`src/rtl/twos_to_signmag_serial_pkg.sv`:
```
// twos_to_signmag_serial_pkg: shared FSM state encoding and counter width helper
package twos_to_signmag_serial_pkg;
    typedef enum logic [1:0] {
        IDLE  = 2'd0,
        SHIFT = 2'd1,
        DONE  = 2'd2
    } state_t;
    function automatic int cnt_w(input int n);
        return (n > 2) ? $clog2(n) : 1;
    endfunction
endpackage

```
`src/rtl/bit_counter.sv`:
```
// bit_counter: counts processed bits, flags the last one
module bit_counter
    import twos_to_signmag_serial_pkg::*;
#(
    parameter int N = 5
) (
    input  logic clk,
    input  logic rst,
    input  logic clear,
    input  logic en,
    output logic tc
);
    localparam int W = cnt_w(N);
    logic [W-1:0] count;
    always_ff @(posedge clk) begin
        if (rst || clear) count <= '0;
        else if (en) count <= count + W'(1);
    end
    assign tc = count == W'(N - 1);
endmodule

```
`src/rtl/xor_cell.sv`:
```
// xor_cell: single-bit XOR
module xor_cell (
    input  logic a,
    input  logic b,
    output logic y
);
    assign y = a ^ b;
endmodule

```
`src/rtl/twos_to_signmag_serial.sv`:
```
// twos_to_signmag_serial: bit-serial two's-complement to sign-magnitude converter
module twos_to_signmag_serial
    import twos_to_signmag_serial_pkg::*;
#(
    parameter int N = 5
) (
    input  logic         clk,
    input  logic         rst,
    input  logic         start,
    input  logic [N-1:0] din,
    output logic         busy,
    output logic         done,
    output logic [N-1:0] abs_out,
    output logic         sign_out
);
    state_t state, next;
    logic [N-1:0] sr, res, nxt_res;
    logic sign, seen, bit_out, tc, load;
    assign load = state == IDLE && start;
    assign busy = state == SHIFT;
    assign done = state == DONE;
    always_ff @(posedge clk) state <= rst ? IDLE : next;
    always_comb begin
        next = IDLE;
        next = state == IDLE  ? (start ? SHIFT : IDLE) :
               state == SHIFT ? (tc ? DONE : SHIFT) : IDLE;
    end
    bit_counter #(.N(N)) u_cnt (
        .clk  (clk),
        .rst  (rst),
        .clear(load),
        .en   (busy),
        .tc   (tc)
    );
    // Negative operands: pass bits up to the first 1, invert the rest
    xor_cell u_xor (
        .a(sr[0]),
        .b(sign & seen),
        .y(bit_out)
    );
    assign nxt_res = {bit_out, res[N-1:1]};
    always_ff @(posedge clk) begin
        if (rst) begin
            sr       <= '0;
            res      <= '0;
            sign     <= 1'b0;
            seen     <= 1'b0;
            abs_out  <= '0;
            sign_out <= 1'b0;
        end else if (load) begin
            sr   <= din;
            res  <= '0;
            sign <= din[N-1];
            seen <= 1'b0;
        end else if (busy) begin
            sr   <= sr >> 1;
            res  <= nxt_res;
            seen <= seen | sr[0];
            if (tc) begin
                abs_out  <= nxt_res;
                sign_out <= sign;
            end
        end
    end
endmodule

```
`config.mk`:
```
export PLATFORM = sky130hd
export DESIGN_NAME = twos_to_signmag_serial
export DESIGN_NICKNAME = d
export VERILOG_FILES = /design/src/rtl/twos_to_signmag_serial_pkg.sv /design/src/rtl/bit_counter.sv /design/src/rtl/xor_cell.sv /design/src/rtl/twos_to_signmag_serial.sv
export SDC_FILE = /design/constraint.sdc
export NUM_CORES = 1
export LEC_CHECK = 0
export BUFFER_PORTS_ARGS = -buffer_cell sky130_fd_sc_hd__buf_2
export CORE_ASPECT_RATIO = 1.75
export CORE_UTILIZATION = 35
export DETAILED_ROUTE_END_ITERATION = 10
export PLACE_DENSITY_LB_ADDON = 0.08
export SLEW_MARGIN = 5
export SYNTH_ARGS = -nofsm -noshare
export SYNTH_HDL_FRONTEND = slang
export SYNTH_SLANG_ARGS = --single-unit
```
`constraint.sdc`:
```
create_clock -name clk -period 1.7 [get_ports clk]
set_clock_uncertainty 0.15 [all_clocks]
set_input_delay 0.34 -clock clk [delete_from_list [all_inputs] [get_ports clk]]
set_output_delay 0.34 -clock clk [all_outputs]
set_load 0.005 [all_outputs]
```
==> flow_summary.toml <==
[placement]
portBuffers = 15
place_congestion = 0.719
post-dp-hpwl_um = 1230

[detailed_routing]
dr.pass1.iters = 3
highest_layer = "met4"
drt-initial-drc-count = 13
drc_errors = 0
wl_um = 1680
vias = 664
dr_wl_met3_um = 70
viasPerCell = 4.96
routedWlPerCell_um = 12.5
wl_met1_um = 685
ant_nets = 0
dr_wl_met2_um = 883

[worst_setup_path]
r2r-start = "u_cnt.count[0]"
path_class = "flop to output pin"
crit_required_ns = 1.21
rr_worst_depth = 5
setup.worst_path.start_class = "flop"
reg2reg_to = "abs_out[4]"
critPathMaxFanout = 11
arrival_ns = 1.13
ff2ff_setup_slack_ns = 0.29
endpoint_kind = "output pin"

[status]
status = "finished clean"

[flow_run]
max_cap_violations = 0

[die]
die_h_um = 70.5
num_rows = 24
initial_utilization_pct = 37.2
design.portCount = 16
die_area_um2 = 2900
core_um2 = 2520
die_width_um = 41.1

[sta]
tightest_slew_ns = 0.272
drv_slew = 0
rsz0062_at_grt = "false"
period_share_pct = 95.2
period_needed_ns = 1.62
setup_viol = 0
tns_ns = 0
slew_headroom_pct = 81.8
hold_ws_ns = 0.178
max_freq_mhz = 618
finalHoldViolCount = 0

[finish]
layout-drive-gt1-share_pct = 26.9
n_fill_cell = 265
num_antenna_cells = 0
layout.nets = 119
syn2layout_area_growth_pct = 17.0
multi_input_area_um2 = 442
ff_latch_area_um2 = 442

[hold_path]
hold_path_depth = 3
min_from = "din[4]"
worst_hold_path.endpoint = "sign"
hold_path_class = "primary input to flop"

[global_route]
groute.usage.overall_pct = 13.4
grt_antenna_before_repair = 0
grt_pass1_wl_um = 2680
grt_max_degree = 15
grt_pass1_vias = 595
gr-total-overflow = 0

[yosys]
syn-cell-area_um2 = 937
yosys.area.top_type = "dfxtp_1"
yosysWarningCount = 0
ys_ff_latch = 22
synth_edf_count = 0
netlist-cell-type-count = 27
synthesis.nets = 101
yosys_most_used_dff = "dfxtp_1"
synth_top_area_share_pct = 47.0
yosysSeqAreaShare_pct = 47.0
syn_avg_cell_area_um2 = 10.3
async_reset_ff_share_pct = 0
syn_inst = 91
synth.area.top_cells = "dfxtp_1 47%, mux2i_1 11%, nor2_1 8.4%"

[power_and_ir_drop]
vdd_drop_max_v = 0.000530
powerDensity_nw_per_um2 = 1030
p_leak_nw = 0.505

[clocking]
tritoncts.num_buffers = 3
clk_latency_ns = 0.26
cts_root_buffer = "clkbuf_8"
clock_path_buffers = 2
cts_tree = "built"
h-tree-depth = 1
cts.sinks = 22
clk_pin_slew_ns = 0.08
hold_buffers = 0
-- registers in the layout, indices dropped and copies added, names as in the netlist --
register	flops
abs_out	5
res	4
seen	1
sign	1
sign_out	1
sr	5
state	2
u_cnt.count	3
-- where the power goes --
group / switching [W] / internal (W)
sequential: 0.0000164 / 0.000534
clock: 0.000171 / 0.000315
combinational: 0.0000464 / 0.0000422
total: 0.000234 / 0.000890
-- Yosys cell counts (2+ instances only) --
cell	count
ha_1	2
inv_1	5
nor2_1	21
a211oi_2	2
xor2_1	2
o22ai_1	3
mux2i_1	10
a211oi_1	4
buf_6	3
dfxtp_1	22
-- worst max-delay path, stage by stage (launching register included) --
cell and delay (ns):
dfxtp_2 0.45, and2b_4 0.28, buf_2 0.14
-- timing repair --
item	in CTS	in global routing
resized for setup	1	1
cloned	0	0
setup endpoints to repair	1	1
setup buffers	0	0
-- per-layer routing --
metal / track usage, % / up-vias
li1: - / 344
met1: 15.4 / 301
met2: 21.4 / 15
met3: 3.81 / 4
met4: 6.45 / 0
met5: 0 / -
-- layout make-up --
cell class | count | area share (%)
sequential | 22 | 40.3
multi-input combinational | 60 | 40.3
timing repair buffer | 17 | 8.22
clock buffer | 3 | 3.77
tap | 26 | 2.97
clock inverter | 1 | 2.74
inverter | 5 | 1.71
-- stage by stage --
step	utilization, %	instances	total power, W	setup slack, ns	instance area, um2
6_report	43.5	134	0.00112	0.0815	1100
5_1_grt	43.5	134	0.00118	0.0138	1100
4_1_cts	43.4	134	0.00114	0.0148	1090
3_5_place_dp	40.5	130	0.000651	0.176	1020
3_3_place_gp	40.5	130	0.000649	0.197	1020
2_1_floorplan	-	91	0.000630	0.401	937
-- worst max path at each step --
stage,from,endpoint,slack [ns],depth (start not counted)
after global routing,state[0],busy,0.01,2
after CTS,state[1],busy,0.01,2
after detailed placement,state[0],busy,0.18,2
after floorplan,u_cnt.count[0],abs_out[4],0.40,5
final,state[0],busy,0.08,2
after global placement,state[0],busy,0.20,2
-- logic make-up (layout without fill, tap and decap cells) --
kind of cell,count (synthesis),count (layout),synth area share [%]
xor gates and xnor gates,3,3,2.80
DFF,22,22,47.0
muxes,10,10,10.7
buffers and inverters,9,26,6.01
and+or+nand+nor,30,30,18.3
adders and majority gates,2,2,2.67
AOI/OAI and AO/OA,15,15,12.5
-- placed cells by master (no fill, tap or decap), drive strengths merged --
cell / synthesis / final
or2: 1 / 1
inv: 5 / 5
nand4b: 1 / 1
xor2: 2 / 2
nor3b: 1 / 1
dfxtp: 22 / 22
o21ai: 1 / 1
or3b: 1 / 1
o21ba: 1 / 1
a22oi: 1 / 1
o22ai: 3 / 3
a21oi: 1 / 1
nor2b: 1 / 1
bufinv: 0 / 1
or2b: 1 / 1
nand2: 1 / 1
a211oi: 6 / 6
nand3b: 1 / 1
a311oi: 1 / 1
clkbuf: 1 / 3
mux2i: 10 / 10
buf: 3 / 17
o21bai: 1 / 1
ha: 2 / 2
and2b: 1 / 1
xnor2: 1 / 1
nor2: 21 / 21
(Power assumes the default switching activity.)
